[config.mk]
export PLATFORM = sky130hd
export DESIGN_NAME = microsequencer_param_flat
export DESIGN_NICKNAME = d
export VERILOG_FILES = /design/src/rtl/microsequencer_param_if.sv /design/src/rtl/microsequencer_param.sv /design/src/flat_wrapper.sv
export SDC_FILE = /design/constraint.sdc
export NUM_CORES = 1
export LEC_CHECK = 0
export ABC_AREA = 0
export CAP_MARGIN = 5
export CORE_ASPECT_RATIO = 1.75
export CORE_MARGIN = 3
export CORE_UTILIZATION = 40
export CTS_CLUSTER_DIAMETER = 60
export DETAILED_ROUTE_END_ITERATION = 8
export PLACE_DENSITY = 0.68
export SLEW_MARGIN = 5
export SYNTH_ARGS = -nofsm -noshare
export SYNTH_HDL_FRONTEND = slang
export SYNTH_SLANG_ARGS = --single-unit
[constraint.sdc]
create_clock -name clk -period 2.95 [get_ports clk]
set_input_delay 0.295 -clock clk [delete_from_list [all_inputs] [get_ports clk]]
set_output_delay 0.295 -clock clk [all_outputs]
set_load 0.05 [all_outputs]
[src/rtl/microsequencer_param_if.sv]
// Sequencer-facing bundle for microsequencer_param: microinstruction fields in,
// state/stack/loop/fault status out. master = microstore side, slave = sequencer.
interface microsequencer_param_if #(
  parameter int STATE_W     = 10,
  parameter int NCOND       = 4,
  parameter int STACK_DEPTH = 4,
  parameter int CNT_W       = 8
);
  localparam int SEL_W = (NCOND > 1) ? $clog2(NCOND) : 1;
  localparam int LVL_W = $clog2(STACK_DEPTH) + 1;

  logic [2:0]         ns_op;
  logic [SEL_W-1:0]   cond_sel;
  logic               cond_inv;
  logic [STATE_W-1:0] target;
  logic [STATE_W-1:0] ir_entry;
  logic [NCOND-1:0]   cond_in;
  logic               cnt_ld;
  logic [CNT_W-1:0]   cnt_val;
  logic [STATE_W-1:0] current_state;
  logic [STATE_W-1:0] next_state;
  logic [LVL_W-1:0]   stack_level;
  logic               loop_zero;
  logic               fault;
  logic [1:0]         fault_code;

  modport master (
    output ns_op, cond_sel, cond_inv, target, ir_entry, cond_in, cnt_ld, cnt_val,
    input  current_state, next_state, stack_level, loop_zero, fault, fault_code
  );

  modport slave (
    input  ns_op, cond_sel, cond_inv, target, ir_entry, cond_in, cnt_ld, cnt_val,
    output current_state, next_state, stack_level, loop_zero, fault, fault_code
  );
endinterface

[src/rtl/microsequencer_param.sv]
// Parametrised microsequencer: return stack, loop counter, WAIT and sticky faults.
// Optional WAIT watchdog is compiled in with `define MSEQ_WATCHDOG_EN.
module microsequencer_param #(
  parameter int STATE_W     = 10,
  parameter int NCOND       = 4,
  parameter int STACK_DEPTH = 4,
  parameter int CNT_W       = 8,
  parameter int RESET_STATE = 0,
  parameter int FAULT_STATE = 1,
  parameter int WDOG_LIMIT  = 255
) (
  input  logic                  clk,
  input  logic                  reset,
  microsequencer_param_if.slave bus
);
  localparam int PTR_W = $clog2(STACK_DEPTH);
  localparam int LVL_W = PTR_W + 1;

  typedef enum logic [2:0] {
    OP_INC, OP_JMP, OP_DISPATCH, OP_CJMP, OP_CALL, OP_RET, OP_LOOP, OP_WAIT
  } ns_op_t;

  logic [STATE_W-1:0] state_reg, state_next, inc;
  logic [LVL_W-1:0]   level_reg, level_next;
  logic [CNT_W-1:0]   cnt_reg, cnt_next;
  logic               fault_reg;
  logic [1:0]         code_reg;
  logic [1:0]         fault_kind;
  logic               push, cond_eff, stalling, wd_trip;
  logic [STATE_W-1:0] stack_mem [STACK_DEPTH];

  assign cond_eff = bus.cond_in[bus.cond_sel] ^ bus.cond_inv;
  assign stalling = (bus.ns_op == OP_WAIT) && !cond_eff;

`ifdef MSEQ_WATCHDOG_EN
  localparam int WD_W = $clog2(WDOG_LIMIT + 1);
  logic [WD_W-1:0] wd_reg;

  assign wd_trip = stalling && (wd_reg == WD_W'(WDOG_LIMIT));

  always_ff @(posedge clk or posedge reset) begin
    if (reset)
      wd_reg <= '0;
    else if (stalling && !wd_trip)
      wd_reg <= wd_reg + WD_W'(1);
    else
      wd_reg <= '0;
  end
`else
  // Never trips when the watchdog is compiled out.
  assign wd_trip = stalling && (WDOG_LIMIT < 0);
`endif

  always_comb begin
    inc        = state_reg + STATE_W'(1);
    state_next = inc;
    level_next = level_reg;
    cnt_next   = cnt_reg;
    push       = 1'b0;
    fault_kind = 2'b00;
    unique case (ns_op_t'(bus.ns_op))
      OP_INC:      ;
      OP_JMP:      state_next = bus.target;
      OP_DISPATCH: state_next = bus.ir_entry;
      OP_CJMP:     if (cond_eff) state_next = bus.target;
      OP_CALL: begin
        if (level_reg == LVL_W'(STACK_DEPTH)) begin
          fault_kind = 2'b01;
        end else begin
          push       = 1'b1;
          level_next = level_reg + LVL_W'(1);
          state_next = bus.target;
        end
      end
      OP_RET: begin
        if (level_reg == '0) begin
          fault_kind = 2'b10;
        end else begin
          level_next = level_reg - LVL_W'(1);
          state_next = stack_mem[PTR_W'(level_reg - LVL_W'(1))];
        end
      end
      OP_LOOP: begin
        if (cnt_reg != '0) begin
          cnt_next   = cnt_reg - CNT_W'(1);
          state_next = bus.target;
        end
      end
      OP_WAIT:     if (stalling) state_next = state_reg;
    endcase
    if (wd_trip)
      fault_kind = 2'b11;
    if (fault_kind != 2'b00)
      state_next = STATE_W'(FAULT_STATE);
    // A load wins over the decrement, but the LOOP above already used the old count.
    if (bus.cnt_ld)
      cnt_next = bus.cnt_val;
  end

  always_ff @(posedge clk or posedge reset) begin
    if (reset) begin
      state_reg <= STATE_W'(RESET_STATE);
      level_reg <= '0;
      cnt_reg   <= '0;
      fault_reg <= 1'b0;
      code_reg  <= 2'b00;
    end else begin
      state_reg <= state_next;
      level_reg <= level_next;
      cnt_reg   <= cnt_next;
      if (fault_kind != 2'b00 && !fault_reg) begin
        fault_reg <= 1'b1;
        code_reg  <= fault_kind;
      end
    end
  end

  always_ff @(posedge clk) begin
    if (push && !reset)
      stack_mem[level_reg[PTR_W-1:0]] <= inc;
  end

  assign bus.current_state = state_reg;
  assign bus.next_state    = state_next;
  assign bus.stack_level   = level_reg;
  assign bus.loop_zero     = (cnt_reg == '0);
  assign bus.fault         = fault_reg;
  assign bus.fault_code    = code_reg;
endmodule

[src/flat_wrapper.sv]
// flat-port wrapper written by rule: the top's interface ports become plain ports
module microsequencer_param_flat 
#(
  parameter int STATE_W     = 10,
  parameter int NCOND       = 4,
  parameter int STACK_DEPTH = 4,
  parameter int CNT_W       = 8,
  parameter int RESET_STATE = 0,
  parameter int FAULT_STATE = 1,
  parameter int WDOG_LIMIT  = 255
)
  (clk, reset, bus_ns_op, bus_cond_sel, bus_cond_inv, bus_target, bus_ir_entry, bus_cond_in, bus_cnt_ld, bus_cnt_val, bus_current_state, bus_next_state, bus_stack_level, bus_loop_zero, bus_fault, bus_fault_code);
  microsequencer_param_if #(.STATE_W(STATE_W), .NCOND(NCOND), .STACK_DEPTH(STACK_DEPTH), .CNT_W(CNT_W)) bus_i ();
  input  logic clk;
  input  logic reset;
  input wire logic [$bits(bus_i.ns_op)-1:0] bus_ns_op;
  input wire logic [$bits(bus_i.cond_sel)-1:0] bus_cond_sel;
  input wire logic [$bits(bus_i.cond_inv)-1:0] bus_cond_inv;
  input wire logic [$bits(bus_i.target)-1:0] bus_target;
  input wire logic [$bits(bus_i.ir_entry)-1:0] bus_ir_entry;
  input wire logic [$bits(bus_i.cond_in)-1:0] bus_cond_in;
  input wire logic [$bits(bus_i.cnt_ld)-1:0] bus_cnt_ld;
  input wire logic [$bits(bus_i.cnt_val)-1:0] bus_cnt_val;
  output wire logic [$bits(bus_i.current_state)-1:0] bus_current_state;
  output wire logic [$bits(bus_i.next_state)-1:0] bus_next_state;
  output wire logic [$bits(bus_i.stack_level)-1:0] bus_stack_level;
  output wire logic [$bits(bus_i.loop_zero)-1:0] bus_loop_zero;
  output wire logic [$bits(bus_i.fault)-1:0] bus_fault;
  output wire logic [$bits(bus_i.fault_code)-1:0] bus_fault_code;
  assign bus_i.ns_op = bus_ns_op;
  assign bus_i.cond_sel = bus_cond_sel;
  assign bus_i.cond_inv = bus_cond_inv;
  assign bus_i.target = bus_target;
  assign bus_i.ir_entry = bus_ir_entry;
  assign bus_i.cond_in = bus_cond_in;
  assign bus_i.cnt_ld = bus_cnt_ld;
  assign bus_i.cnt_val = bus_cnt_val;
  assign bus_current_state = bus_i.current_state;
  assign bus_next_state = bus_i.next_state;
  assign bus_stack_level = bus_i.stack_level;
  assign bus_loop_zero = bus_i.loop_zero;
  assign bus_fault = bus_i.fault;
  assign bus_fault_code = bus_i.fault_code;
  microsequencer_param #(.STATE_W(STATE_W), .NCOND(NCOND), .STACK_DEPTH(STACK_DEPTH), .CNT_W(CNT_W), .RESET_STATE(RESET_STATE), .FAULT_STATE(FAULT_STATE), .WDOG_LIMIT(WDOG_LIMIT)) u_core (.clk(clk), .reset(reset), .bus(bus_i));
endmodule
==> flow_summary_export.csv, run 1 <==
group,metric,value,unit
layout,drive_above_1_share,23.6,%
logic_synthesis,syn_avg_cell_area,12.4,µm²
placed_design,place_congestion,0.889,
routing,drt-total-wl,8950,µm
pwr,finalPower,3.98,mW
logic_synthesis,synthCells,262,
clocking,cts_sinks,64,
grt,overflow,0,
layout,diodes,0,
floorplan,num_rows,42,
routing,remaining_drc_errors,0,
placed_design,dp_hpwl,6480,µm
critical_path,critical_path_class,"flip-flop to output port",
logic_synthesis,synthArstFlopShare,37.5,%
critical_path,cp_max_fo,10,
critical_path,start_kind,"flip-flop",
critical_path,r2r_cells,8,
logic_synthesis,synth_nets,311,
status,outcome,"finished, final reports clean",
logic_synthesis,synth_edf_count,40,
routing,vias,2594,
clocking,cts_max_path_buffers,2,
logic_synthesis,seq_area_frac_synth,55.3,%
placed_design,port_buffers,67,
pwr,ir_worst_vdd,0.405,mV
critical_path,critPathRequiredTime,2.65,ns
logic_synthesis,ys.flop_type,"edfxtp_1",
grt,grt_pass1_wl,13800,µm
clocking,cts_max_level,3,
timing,skew,0.00591,ns
routing,wl_per_cell,19.6,µm
grt,grt_pass1_vias,2776,
logic_synthesis,ys.warnings.count,0,
grt,grt_usage,20.1,%
logic_synthesis,synth.distinct_cells,46,
logic_synthesis,yosys.area.top_type,"edfxtp_1",
pwr,power_density,851,mW/mm²
logic_synthesis,synth_top_area_share,36.9,%
layout,fin_nets,412,
routing,drt_first_pass_iters,5,
timing,worst_pin_slew,0.623,ns
logic_synthesis,synthTopCellsByCount,"40 x edfxtp_1, 24 x dfrtp_1, 22 x nand2_1",
logic_synthesis,ys_seq_elements,64,
critical_path,worstPathArrival,2.56,ns
layout,largest_register_ffs,40,
flow_run,max-cap-violations,0,
grt,antenna_found_initial,0,
timing,rsz0062_at_grt,"yes",
pwr,power.leakage,1.82,nW
clocking,cts_tree,"done",
timing,setup_viol,0,
clocking,cts.clk_slew.worst_paths,0.05,ns
clocking,cts_hold_buf,0,
logic_synthesis,yosys-top-cells-area,"edfxtp_1 37%, dfrtp_1 18%, mux4_2 7.6%",
floorplan,die-height,125,µm
timing,min_period,2.86,ns
grt,grt_max_degree,25,
floorplan,io_pins,68,
routing,via_per_inst,5.69,
routing,drtAntennaViolNets,0,
timing,fmax,350,MHz
timing,fin_crit_sh,96.9,%
routing,drtIter0Drc,303,
floorplan,core_area,0.00772,mm²
clocking,cts_inserted_buffers,9,
timing,drv_slew,0,
timing,max_slew_margin,58.5,%
logic_synthesis,synth.most_common_cell,"edfxtp_1",
floorplan,die_w,74.2,µm
floorplan,start_util,42.2,%
critical_path,end_kind,"output port",
floorplan,dieArea,0.00930,mm²
timing,hold_viol,0,
logic_synthesis,syn_area,0.00326,mm²
clocking,cts-root-buf,"clkbuf_16",
layout,synthToLayoutAreaGrowth,43.8,%
worst_hold_path,hold_path.class,"input port to async pin",
timing,setup_tns,0,ns
clocking,clkLatencyLatePin,0.33,ns
[final timing paths]
kind,start,endpoint,slack (ns)
setup / recovery,u_core.bus.stack_level[0],bus_next_state[8],0.09
hold / removal,reset,u_core.bus.fault_code[0],0.36
setup reg to reg,u_core.bus.stack_level[0],u_core.bus.current_state[8],0.75
hold reg to reg,u_core.bus.fault_code[0],u_core.bus.fault_code[0],0.52
max in group asynchronous,reset,u_core.bus.stack_level[0],2.31
min in group clk,u_core.bus.fault_code[0],u_core.bus.fault_code[0],0.52
[critical path, cell delays in order, from the launching register on]
cell and delay, ns:
dfrtp_2 0.42, inv_4 0.09, ha_4 0.17, buf_4 0.12, nand2b_1 0.04, and3_1 0.33
a221o_1 0.40, a221oi_1 0.30, o22ai_2 0.19, buf_12 0.19
[per-stage QoR]
step	util [%]	instance area [µm²]	setup WS, ns	hold slack [ns]	instances
after floorplan	-	3310	0.0664	0.315	262
after global routing	60.6	4680	-0.0341	0.411	456
after detailed placement	55.3	4270	-0.0936	0.499	433
after CTS	59.8	4620	0.00723	0.373	452
after global placement	55.3	4270	-0.0520	0.509	433
final	60.6	4680	0.0910	0.364	456
[area by class of cell]
type                       instances  area (µm²)
fill                             623        3040
sequential                        64        1800
multi-input combinational        174        1450
timing repair buffer              99         973
clock buffer                      15         258
tap                               88         110
inverter                          15        58.8
clock inverter                     1        30.0
[metal layers]
metal | GRT usage [%] | vias up | wire (µm)
li1 | - | 1196 | -
met1 | 24.1 | 1255 | 3420
met2 | 33.1 | 121 | 4720
met3 | 3.86 | 22 | 548
met4 | 11.0 | 0 | 257
met5 | 0 | - | 0
[repair_timing]
item / in CTS / in global routing
resized for setup: 12 / 12
pin swaps: 5 / 7
hold endpoints to repair: 0 / 0
buffers inserted: 3 / 4
endpoints found under the setup margin: 8 / 9
[cell usage in the layout, fill, tap and decap left out, types with 2 or more instances in the layout]
cell              n
a211oi_1          2
a21oi_1           5
a221o_1           7
a221oi_1          4
a221oi_2          3
a222oi_1          3
a22o_1            2
and2_1            6
and3_1            4
buf_12            5
buf_4            33
buf_6             3
clkbuf_1          5
clkbuf_16        10
clkdlybuf4s50_1  51
dfrtp_1          23
dlygate4sd2_1     5
edfxtp_1         40
ha_1              7
inv_1            11
inv_2             3
mux4_2           11
nand2_1          22
nand2b_1          4
nand3_1           8
nand4_1           2
nor2_1            9
nor2b_1           3
nor3_1            4
nor4bb_1          2
o211ai_1          2
o21ai_0          16
o21ai_2           2
o22ai_2           3
xnor2_1          12
xor2_1            9
[power by group]
| group | total (mW) | switching, mW | leakage [nW] | internal [mW] |
|---|---|---|---|---|
| sequential | 1.24 | 0.129 | 0.642 | 1.11 |
| combinational | 1.71 | 0.963 | 1.04 | 0.749 |
| clock | 1.03 | 0.351 | 0.138 | 0.678 |
[cells by family (layout without fill, tap and decap cells)]
kind of cell	after synthesis	count (layout)	share of synthesized area [%]
XOR/XNOR	22	22	5.92
buffers and inverters	24	130	3.07
AO/OA/AOI/OAI	61	61	13.3
adder cells (fa/ha/maj)	8	8	3.07
AND/OR/NAND/NOR	71	71	11.4
flip-flops	64	64	55.3
multiplexers	12	12	7.91
Note: power is estimated with default switching activity, not from simulation.
==> run 2, diff against run 1 <==
--- a/config.mk
+++ b/config.mk
@@ -13,7 +13,6 @@
 export CTS_CLUSTER_DIAMETER = 60
 export DETAILED_ROUTE_END_ITERATION = 8
 export PLACE_DENSITY = 0.68
-export SLEW_MARGIN = 5
 export SYNTH_ARGS = -nofsm -noshare
 export SYNTH_HDL_FRONTEND = slang
 export SYNTH_SLANG_ARGS = --single-unit
==> results of run 2 <==
Final layout, timing and power as in run 1 (identical DEF).
==> run 3, diff against run 2 <==
--- a/config.mk
+++ b/config.mk
@@ -11,6 +11,7 @@
 export CORE_MARGIN = 3
 export CORE_UTILIZATION = 40
 export CTS_CLUSTER_DIAMETER = 60
+export CTS_CLUSTER_SIZE = 25
 export DETAILED_ROUTE_END_ITERATION = 8
 export PLACE_DENSITY = 0.68
 export SYNTH_ARGS = -nofsm -noshare
==> results of run 3 <==
Final layout, timing and power as in run 1 (identical DEF).
